## src/rtl/counter_pkg.sv

```systemverilog
// Shared constants and types for the range up/down counter family.
package counter_pkg;

  localparam logic DIR_DOWN = 1'b0;
  localparam logic DIR_UP   = 1'b1;

  typedef enum logic {
    MODE_WRAP = 1'b0,
    MODE_SAT  = 1'b1
  } mode_e;

endpackage

```

## src/rtl/counter_prescaler.sv

```systemverilog
// Enable-qualified prescaler: tick is high when the phase counter has reached div,
// and the counter returns to zero on that enabled cycle.
module counter_prescaler #(
  parameter int unsigned PRESCALE_W = 4
) (
  input  logic                  clk,
  input  logic                  reset_n,
  input  logic                  en,
  input  logic                  clr,
  input  logic [PRESCALE_W-1:0] div,
  output logic                  tick
);

  logic [PRESCALE_W-1:0] pre_q;
  logic [PRESCALE_W-1:0] pre_d;

  assign tick = (pre_q == div);

  // Phase advances only on enabled cycles, so en=0 preserves the phase.
  always_comb begin
    pre_d = pre_q;
    if (clr) begin
      pre_d = '0;
    end else if (en) begin
      pre_d = tick ? '0 : pre_q + PRESCALE_W'(1);
    end
  end

  always_ff @(posedge clk or negedge reset_n) begin
    if (!reset_n) begin
      pre_q <= '0;
    end else begin
      pre_q <= pre_d;
    end
  end

endmodule

```

## src/rtl/counter_range_updown.sv

```systemverilog
// Range-bounded up/down counter with wrap/saturate, terminal-count pulse and sticky overflow.
// Optional prescaler on the step qualifier is enabled with the COUNTER_PRESCALE_EN macro.
module counter_range_updown
  import counter_pkg::*;
#(
  parameter int unsigned N          = 8,
  parameter int unsigned PRESCALE_W = 4
) (
  input  logic                  clk,
  input  logic                  reset_n,
  input  logic                  en,
  input  logic                  load,
  input  logic [N-1:0]          load_value,
  input  logic [N-1:0]          limit,
  input  logic                  dir,
  input  logic                  mode,
  input  logic                  clr_ovf,
`ifdef COUNTER_PRESCALE_EN
  input  logic [PRESCALE_W-1:0] prescale_div,
`endif
  output logic [N-1:0]          count,
  output logic                  tc,
  output logic                  ovf
);

  if (N < 2) begin : g_bad_n
    $error("counter_range_updown: N must be at least 2");
  end
  if (PRESCALE_W == 0) begin : g_bad_prescale_w
    $error("counter_range_updown: PRESCALE_W must be at least 1");
  end

  logic [N-1:0] count_q;
  logic [N-1:0] count_d;
  logic         tc_q;
  logic         tc_d;
  logic         ovf_q;
  logic         ovf_d;
  logic         tick;
  logic         step;
  logic         at_bound;

`ifdef COUNTER_PRESCALE_EN
  counter_prescaler #(
    .PRESCALE_W (PRESCALE_W)
  ) u_prescaler (
    .clk     (clk),
    .reset_n (reset_n),
    .en      (en),
    .clr     (load),
    .div     (prescale_div),
    .tick    (tick)
  );
`else
  assign tick = 1'b1;
`endif

  assign step = en & tick;

  // Inclusive compares keep count bounded even when it sits outside the range.
  assign at_bound = (dir == DIR_UP) ? (count_q >= limit) : (count_q <= load_value);

  always_comb begin
    count_d = count_q;
    tc_d    = 1'b0;
    ovf_d   = ovf_q;
    if (clr_ovf) begin
      ovf_d = 1'b0;
    end
    if (load) begin
      count_d = load_value;
    end else if (step) begin
      if (!at_bound) begin
        count_d = (dir == DIR_UP) ? count_q + N'(1) : count_q - N'(1);
      end else begin
        tc_d  = 1'b1;
        ovf_d = 1'b1;
        if (mode_e'(mode) == MODE_WRAP) begin
          count_d = (dir == DIR_UP) ? load_value : limit;
        end
      end
    end
  end

  always_ff @(posedge clk or negedge reset_n) begin
    if (!reset_n) begin
      count_q <= '0;
      tc_q    <= 1'b0;
      ovf_q   <= 1'b0;
    end else begin
      count_q <= count_d;
      tc_q    <= tc_d;
      ovf_q   <= ovf_d;
    end
  end

  assign count = count_q;
  assign tc    = tc_q;
  assign ovf   = ovf_q;

endmodule

```

## config.mk

```make
export PLATFORM = sky130hd
export DESIGN_NAME = counter_range_updown
export DESIGN_NICKNAME = d
export VERILOG_FILES = /design/src/rtl/counter_pkg.sv /design/src/rtl/counter_prescaler.sv /design/src/rtl/counter_range_updown.sv
export SDC_FILE = /design/constraint.sdc
export NUM_CORES = 1
export LEC_CHECK = 0
export CORE_MARGIN = 2
export CORE_UTILIZATION = 55
export CTS_BUF_LIST = sky130_fd_sc_hd__clkbuf_2 sky130_fd_sc_hd__clkbuf_4 sky130_fd_sc_hd__clkbuf_8
export DETAILED_ROUTE_END_ITERATION = 10
export MAX_ROUTING_LAYER = met4
export PLACE_DENSITY = 0.88
export REMOVE_ABC_BUFFERS = 1
export SYNTH_ARGS = -nofsm -noshare
export SYNTH_HDL_FRONTEND = slang
export SYNTH_SLANG_ARGS = --single-unit
```

## constraint.sdc

```tcl
create_clock -name clk -period 3.95 [get_ports clk]
set_input_delay 0.5925 -clock clk [delete_from_list [all_inputs] [get_ports clk]]
set_output_delay 0.5925 -clock clk [all_outputs]
set_load 0.02 [all_outputs]
```

==> flow_metrics.tcl, run 1 <==
set metrics [dict create \
    end_kind "flop" \
    start_util_pct 58.3 \
    crit_chain "clkdlybuf4s50_1, inv_1, ha_1, a21oi_1, o21a_1, a31oi_1, a21oi_2, mux2_2, a221o_1" \
    core-area_um2 2210 \
    ys_ff_latch 10 \
    grt_pass1_vias 1262 \
    drtAntennaViolNets 0 \
    wl_mm 3.34 \
    critPathBufInv 2 \
    finalSetupViolations 0 \
    min_path_type "reg2reg" \
    crit_family "compound AO/OA/AOI/OAI gates" \
    drc_errors 0 \
    clockPowerShare_pct 15.4 \
    grt_pass1_wl_mm 5.60 \
    seqPwrFrac_pct 25.6 \
    switching_share_pct 41.4 \
    powerDensity_nw_per_um2 359 \
    syn_area_um2 1290 \
    ys.flop_type "dfrtp_1" \
    cts_tree "done" \
    dieArea_um2 2750 \
    synth_top_area_share_pct 21.3 \
    post-synth-top-area-cell "ha_1" \
    drt_first_iter_violations 25 \
    clk_transition_reported_paths_ps 60 \
    synth_edf_count 0 \
    port_buffers 32 \
    place_area_um2 1630 \
    p_total_uw 597 \
    dpl.hpwl_mm 2.73 \
    grt_max_degree 16 \
    cts_sinks 10 \
    htree_levels 1 \
    cpPeakStageDelay_ps 600 \
    syn_area_per_cell_um2 8.84 \
    async_flop_share_pct 100 \
    worstSetupStartpointType "primary input" \
    period_minus_slack_ps 3000 \
    place_congestion 0.966 \
    pin_count 33 \
    clock_tree.root_cell "clkbuf_4" \
    synth_area_leaders "ha_1 21%, dfrtp_1 19%, inv_1 4.9%" \
    rows 17 \
    criticalPathCategory "in2reg" \
    via_per_inst 6.10 \
    final_area_um2 1670 \
    die_x_um 52.4 \
    antenna_cells 0 \
    cap_viol_max_count 0 \
    insertion_delay_ps 270 \
    peakVddDrop_uv 297 \
    fin_skew_ps 3.59 \
    fin_crit_sh_pct 76.0 \
    slew-limit-headroom_pct 50.4 \
    worstPathMaxFanout 14 \
    antenna_found_initial 0 \
    arrival_ps 3160 \
    cp.required_ps 4110 \
    cts.repair_timing.setup_buffer_count 0 \
    drive_gt1_share_pct 6.70 \
    post_cts_resized 0 \
    cts_buffers 3 \
    clock.fmax_mhz 333 \
    hold_violations 0 \
    ys_seq_area_share_pct 19.4 \
    p_int_uw 350 \
    drt_first_pass_iters 4 \
    finalMaxSlewViolations 0 \
    netlist_top_cells_count "22 x ha_1, 17 x inv_1, 12 x nand2_1" \
    p_comb_share_pct 59.0 \
    tightest_slew_ps 745 \
    p_switching_uw 247 \
    overflow 0 \
    rsz0062_at_grt "no" \
    ys_warn_count 0 \
    fillers 171 \
    grt_util_all_layers_pct 28.5 \
    syn_inst 146 \
    setup_tns_ps 0 \
    status "finished, final reports clean" \
    synth.most_common_cell "ha_1" \
    clockBufferDepth 2 \
    postCtsHoldBufs 0 \
    die_h_um 52.4 \
    num_vias 1263 \
    p_leak_uw 0.000795 \
    final_core_util_pct 75.3 \
    syn_to_final_growth_pct 29.1 \
    layout.nets 226 \
    wl_per_cell_um 16.1 \
    synthDistinctLibCells 38 \
    crit_slowest_cell "a21oi_2" \
]
## flip-flops by register name, indices dropped and copies added (netlist names)
register  cells
ovf           1
count         8
tc            1
## worst paths after layout
kind | start | end | slack (ps) | cells after the start
max | load_value[5] | count[1] | 950 | 9
min | ovf | ovf | 510 | 1
max reg2reg | count[0] | count[1] | 1270 | 8
min reg2reg | ovf | ovf | 510 | 1
max in group asynchronous | reset_n | tc | 3020 | 1
min in group asynchronous | reset_n | count[1] | 630 | 1
## per-layer routing
metal / vias up / part of all wire (%) / GRT usage [%]
li1: 614 / - / -
met1: 605 / 46 / 34.7
met2: 36 / 48 / 46.9
met3: 8 / 3.2 / 2.29
met4: 0 / 2.3 / 15.0
met5: - / 0 / -
## metrics by stage
step,hold slack [ps],std cells,worst slack [ps]
floorplan,297,142,1430
global placement,458,203,771
detailed placement,490,203,706
CTS,504,207,988
global route,537,207,809
finish,511,207,948
## cells in the final DEF (no fill, tap or decap), drive strengths merged
master / count
fa: 1
mux2i: 4
nor2: 3
xor2: 4
nand2b: 1
a32o: 4
a221o: 4
xnor2: 1
a21o: 3
mux2: 2
o22ai: 1
o2111a: 1
o211ai: 4
clkdlybuf4s50: 32
nor3: 5
a21oi: 7
nand4: 2
and2: 2
buf: 1
a211o: 7
dfrtp: 10
o21ai: 11
nor3b: 1
clkbuf: 4
o21bai: 2
nor2b: 4
a31oi: 1
ha: 22
a211oi: 3
o2bb2ai: 1
nand2: 12
inv: 17
o21a: 1
a2111oi: 1
## power by group through the flow
| stage | clock, µW | combinational (µW) | sequential [µW] |
|---|---|---|---|
| floorplan | 0 | 211 | 169 |
| global placement | 0 | 333 | 152 |
| detailed placement | 0 | 349 | 153 |
| CTS | 93.4 | 350 | 152 |
| global route | 98.9 | 385 | 156 |
| finish | 92.0 | 352 | 153 |
## logic make-up after synthesis
group	count (synthesis)	synth area share, %
fa+ha+maj	23	22.9
compound gates	51	31.3
simple gates	30	11.3
buf+inv	21	6.79
xor+xnor	5	3.39
mux	6	4.85
flops	10	19.4
## worst register-to-register path: stages, from the launching register on
cell       delay (ps)
dfrtp_1           480
inv_1             120
ha_1              300
nor3b_1            50
o21ai_1           240
a2111oi_4         110
a21oi_2           570
mux2_2            420
a221o_1           280
## area by class of cell
cell class / count / area [µm²] / area share (%)
Clock buffer: 4 / 36.3 / 2.18
Inverter: 17 / 63.8 / 3.83
Multi-Input combinational cell: 115 / 952 / 57.2
Sequential cell: 10 / 250 / 15.0
Tap cell: 28 / 35.0 / 2.10
Timing Repair Buffer: 33 / 328 / 19.7
Note: power is estimated with default switching activity, not from simulation.
==> run 2: changes to the inputs <==
--- a/config.mk
+++ b/config.mk
@@ -6,11 +6,11 @@
 export NUM_CORES = 1
 export LEC_CHECK = 0
 export CORE_MARGIN = 2
-export CORE_UTILIZATION = 55
+export CORE_UTILIZATION = 51
 export CTS_BUF_LIST = sky130_fd_sc_hd__clkbuf_2 sky130_fd_sc_hd__clkbuf_4 sky130_fd_sc_hd__clkbuf_8
 export DETAILED_ROUTE_END_ITERATION = 10
 export MAX_ROUTING_LAYER = met4
-export PLACE_DENSITY = 0.88
+export PLACE_DENSITY = 0.83
 export REMOVE_ABC_BUFFERS = 1
 export SYNTH_ARGS = -nofsm -noshare
 export SYNTH_HDL_FRONTEND = slang
==> constraint.sdc (replaced) <==
create_clock -name clk -period 3.2 [get_ports clk]
set_input_delay 0.48 -clock clk [delete_from_list [all_inputs] [get_ports clk]]
set_output_delay 0.48 -clock clk [all_outputs]
set_load 0.02 [all_outputs]
==> run 2 against run 1 <==
  * Sequential share of layout area shrank 0.090 points
  * Die area is 7.2% higher
  * Clock skew up 2.5 ps
  * Critical path type unchanged
  * First-iteration DRC count is 20% higher
  * Utilization shrank 6.4 points
  * Combinational power is 24% higher
  * Hold slack worse by 25 ps
  * Clock power grew 28%
  * Largest power group unchanged
  * Largest cell class unchanged
  * Sequential power grew 24%
==> flow_metrics.tcl, run 2 (synthesis results as in run 1) <==
set metrics [dict create \
    status "finished, final reports clean" \
    rsz0062_at_grt "no" \
    wl_per_cell_um 15.3 \
    grt_pass1_wl_mm 5.07 \
    num_vias 1232 \
    antenna_cells 0 \
    cts_buffers 3 \
    grt_pass1_vias 1209 \
    fin_skew_ps 6.08 \
    dieArea_um2 2950 \
    grt_util_all_layers_pct 24.1 \
    powerDensity_nw_per_um2 444 \
    insertion_delay_ps 270 \
    slew-limit-headroom_pct 67.0 \
    syn_to_final_growth_pct 29.9 \
    arrival_ps 2900 \
    grt_max_degree 14 \
    drt_first_iter_violations 30 \
    tightest_slew_ps 493 \
    cts_tree "done" \
    place_congestion 0.803 \
    die_x_um 54.3 \
    drc_errors 0 \
    peakVddDrop_uv 351 \
    final_common_cell "clkdlybuf4s50_1" \
    min_path_type "reg2reg" \
    drtAntennaViolNets 0 \
    pre_cts_slack_ps 181 \
    cap_viol_max_count 0 \
    post_cts_resized 0 \
    cp.required_ps 3360 \
    layout.nets 227 \
    finalSetupViolations 0 \
    setup_ws_ps 460 \
    wl_mm 3.22 \
    cts.repair_timing.setup_buffer_count 0 \
    setup_tns_ps 0 \
    clock_tree.root_cell "clkbuf_4" \
    largest_register_ffs 8 \
    fin_crit_sh_pct 85.6 \
    start_util_pct 53.0 \
    core-area_um2 2430 \
    htree_levels 1 \
    clk_transition_reported_paths_ps 70 \
    via_per_inst 5.87 \
    clockBufferDepth 2 \
    postCtsHoldBufs 0 \
    pin_count 33 \
    period_minus_slack_ps 2740 \
    rows 18 \
    antenna_found_initial 0 \
    worstPathMaxFanout 8 \
    overflow 0 \
    cts_sinks 10 \
    drive_gt1_share_pct 7.22 \
    clock.fmax_mhz 365 \
    worst_hold_slack_ps 485 \
    finalMaxSlewViolations 0 \
    end_kind "flop" \
    worstSetupStartpointType "primary input" \
    dpl.hpwl_mm 2.67 \
    criticalPathCategory "in2reg" \
    hold_violations 0 \
    p_leak_uw 0.000800 \
    drt_first_pass_iters 4 \
    die_h_um 54.3 \
    final_cell_mix "32 x clkdlybuf4s50_1, 22 x ha_1, 17 x inv_1" \
    port_buffers 32 \
]
==> run 2: through the flow <==
stage / cells / util (%) / area, µm² / power (µW)
6_report: 210 / 68.9 / 1680 / 743
3_3_place_gp: 206 / 67.4 / 1640 / 610
5_1_grt: 210 / 68.9 / 1680 / 794
4_1_cts: 210 / 68.9 / 1680 / 743
2_1_floorplan: 142 / - / 1270 / 469
3_5_place_dp: 206 / 67.4 / 1640 / 625
==> run 2: per-layer routing <==
layer,track usage (%),wire length [µm]
met1,29.6,1530
met2,42.8,1580
met3,1.64,84
met4,6.25,34
met5,-,0
==> run 2: final cells by class <==
class                      instances  area, µm²
timing repair buffer              34        335
sequential                        10        250
fill                             208        757
clock buffer                       4       36.3
multi-input combinational        115        952
tap                               30       37.5
inverter                          17       63.8
==> run 2: power breakdown <==
group / leakage (µW) / internal, µW / total, µW / switching (µW)
Clock: 0.0000210 / 69.2 / 118 / 48.6
Combinational: 0.000656 / 217 / 436 / 219
Sequential: 0.000123 / 149 / 190 / 40.2
Total: 0.000800 / 435 / 743 / 308
==> run 2: critical path: stages <==
cell	delay (ps)
clkdlybuf4s50_1	460
inv_1	60
ha_1	320
a211oi_2	240
o21ai_1	150
a2111oi_4	370
a21oi_2	140
buf_4	200
a32o_1	230
a211o_1	260
==> run 2: final timing paths <==
check,from,to,slack [ps],depth (start not counted)
min in group asynchronous,reset_n,tc,530,1
worst min-delay path,ovf,ovf,490,1
max in group asynchronous,reset_n,count[7],2330,1
worst min register to register,ovf,ovf,490,1
worst max-delay path,limit[3],count[6],460,10
worst max register to register,count[0],count[6],670,9
==> run 3: changes to the inputs <==
--- a/config.mk
+++ b/config.mk
@@ -5,12 +5,15 @@
 export SDC_FILE = /design/constraint.sdc
 export NUM_CORES = 1
 export LEC_CHECK = 0
+export CELL_PAD_IN_SITES_DETAIL_PLACEMENT = 2
+export CELL_PAD_IN_SITES_GLOBAL_PLACEMENT = 2
+export CORE_ASPECT_RATIO = 1.25
 export CORE_MARGIN = 2
-export CORE_UTILIZATION = 51
+export CORE_UTILIZATION = 30
 export CTS_BUF_LIST = sky130_fd_sc_hd__clkbuf_2 sky130_fd_sc_hd__clkbuf_4 sky130_fd_sc_hd__clkbuf_8
 export DETAILED_ROUTE_END_ITERATION = 10
 export MAX_ROUTING_LAYER = met4
-export PLACE_DENSITY = 0.83
+export PLACE_DENSITY_LB_ADDON = 0.1
 export REMOVE_ABC_BUFFERS = 1
 export SYNTH_ARGS = -nofsm -noshare
 export SYNTH_HDL_FRONTEND = slang
==> run 3 against run 2 <==
  * Die area rose by 64%
  * Clock power rose by 34%
  * Clock skew rose by 3.1 ps
  * Count of clock-buffer cells in the layout did not move
  * Fmax rose by 0.24%
  * Sequential cell count did not move
  * Combinational power rose by 4%
  * Critical path depth fell by 1
  * First-iteration DRC count rose by 10%
  * Register-to-register slack barely moved
  * Non-clock buffer count rose by 1
  * Via count rose by 2.5%
  * Critical endpoint unchanged
  * Largest power group unchanged
==> flow_metrics.tcl, run 3 (synthesis results as in run 1) <==
set metrics [dict create \
    status "finished, final reports clean" \
    antenna_found_initial 0 \
    place_area_um2 1680 \
    cts_tree "done" \
    cpPeakStageDelay_ps 530 \
    final_cell_mix "32 x clkdlybuf4s50_1, 22 x ha_1, 17 x inv_1" \
    crit_slowest_cell "fa_1" \
    wl_met2_mm 2.16 \
    insertion_delay_ps 240 \
    pin_count 33 \
    dpl.hpwl_mm 3.51 \
    start_util_pct 31.5 \
    slew-limit-headroom_pct 67.5 \
    criticalPathCategory "in2reg" \
    overflow 0 \
    clockBufferDepth 2 \
    arrival_ps 2850 \
    drc_errors 0 \
    core-area_um2 4100 \
    cap_viol_max_count 0 \
    wl_met3_um 51 \
    grt_max_degree 16 \
    wl_met1_mm 1.75 \
    end_kind "flop" \
    clock_tree.root_cell "clkbuf_8" \
    antenna_cells 0 \
    pre_cts_slack_ps 189 \
    syn_to_final_growth_pct 34.4 \
    fin_crit_sh_pct 85.4 \
    grt_pass1_wl_mm 7.16 \
    postCtsHoldBufs 0 \
    cts.repair_timing.setup_buffer_count 0 \
    dr.max_layer_used "met4" \
    final_area_um2 1730 \
    worstSetupStartpointType "primary input" \
    wl_per_cell_um 16.9 \
    finalMaxSlewViolations 0 \
    cts_buffers 3 \
    drt_first_iter_violations 33 \
    die_h_um 77.3 \
    tightest_slew_ps 486 \
    setup_ws_ps 466 \
    grt_pass1_vias 1437 \
    post_cts_resized 0 \
    hold_violations 0 \
    cts_sinks 10 \
    dieArea_um2 4840 \
    wl_mm 4.00 \
    drt_first_pass_iters 4 \
    via_per_inst 5.33 \
    htree_levels 1 \
    layout.nets 228 \
    worstPathMaxFanout 9 \
    largest_register_ffs 8 \
    rows 26 \
    cp.required_ps 3310 \
    setup_tns_ps 0 \
    num_vias 1263 \
    peakVddDrop_uv 175 \
    min_path_type "reg2reg" \
    powerDensity_nw_per_um2 463 \
    grt_util_all_layers_pct 19.0 \
    critPathBufInv 2 \
    p_leak_uw 0.000812 \
    crit_chain "clkdlybuf4s50_1, inv_1, fa_1, a211oi_1, o21bai_1, a21oi_1, xor2_1, nor3_1, a211o_1" \
    clock.fmax_mhz 366 \
    fin_skew_ps 9.16 \
    rsz0062_at_grt "no" \
    port_buffers 32 \
    final_common_cell "clkdlybuf4s50_1" \
    finalSetupViolations 0 \
    die_x_um 62.7 \
    drive_gt1_share_pct 7.73 \
    period_minus_slack_ps 2730 \
    drtAntennaViolNets 0 \
    place_congestion 0.775 \
    clk_transition_reported_paths_ps 50 \
    crit_family "compound AO/OA/AOI/OAI gates" \
]
==> run 3: cell count changes in the layout (fill, tap and decap cells not counted), sizes merged <==
cell / before / now
buf: 2 / 3
==> run 3: worst paths after layout <==
kind | from | to | slack, ps | cells past startpoint
max reg2reg | count[0] | count[1] | 660 | 9
max in group asynchronous | reset_n | count[7] | 2290 | 1
min in group asynchronous | reset_n | tc | 570 | 1
max | dir | count[6] | 470 | 9
min reg2reg | ovf | ovf | 480 | 1
min | ovf | ovf | 480 | 1
==> run 3: metal layers <==
layer	global-route usage [%]	up-vias
met5	-	-
met4	6.22	0
met3	1.47	2
met2	34.9	14
met1	21.5	626
li1	-	621
==> run 3: per-stage QoR <==
| step | hold slack (ps) | std cells | utilization (%) | total power [µW] |
|---|---|---|---|---|
| after floorplan | 184 | 142 | - | 469 |
| after global placement | 457 | 233 | 41.0 | 633 |
| after detailed placement | 469 | 233 | 41.0 | 655 |
| after CTS | 483 | 237 | 42.3 | 818 |
| after global routing | 516 | 237 | 42.3 | 880 |
| final | 480 | 237 | 42.3 | 803 |
==> run 3: area by class of cell <==
cell class	instances	area (µm²)
clock buffers	4	55.1
fillers	485	2360
inverters	17	63.8
multi-input cells	115	952
flip-flops and latches	10	250
well taps	56	70.1
repair buffers	35	343
==> run 3: power breakdown <==
part,internal [µW],switching [µW]
combinational,222,231
sequential,150,42.7
clock,108,50.1
total,480,323
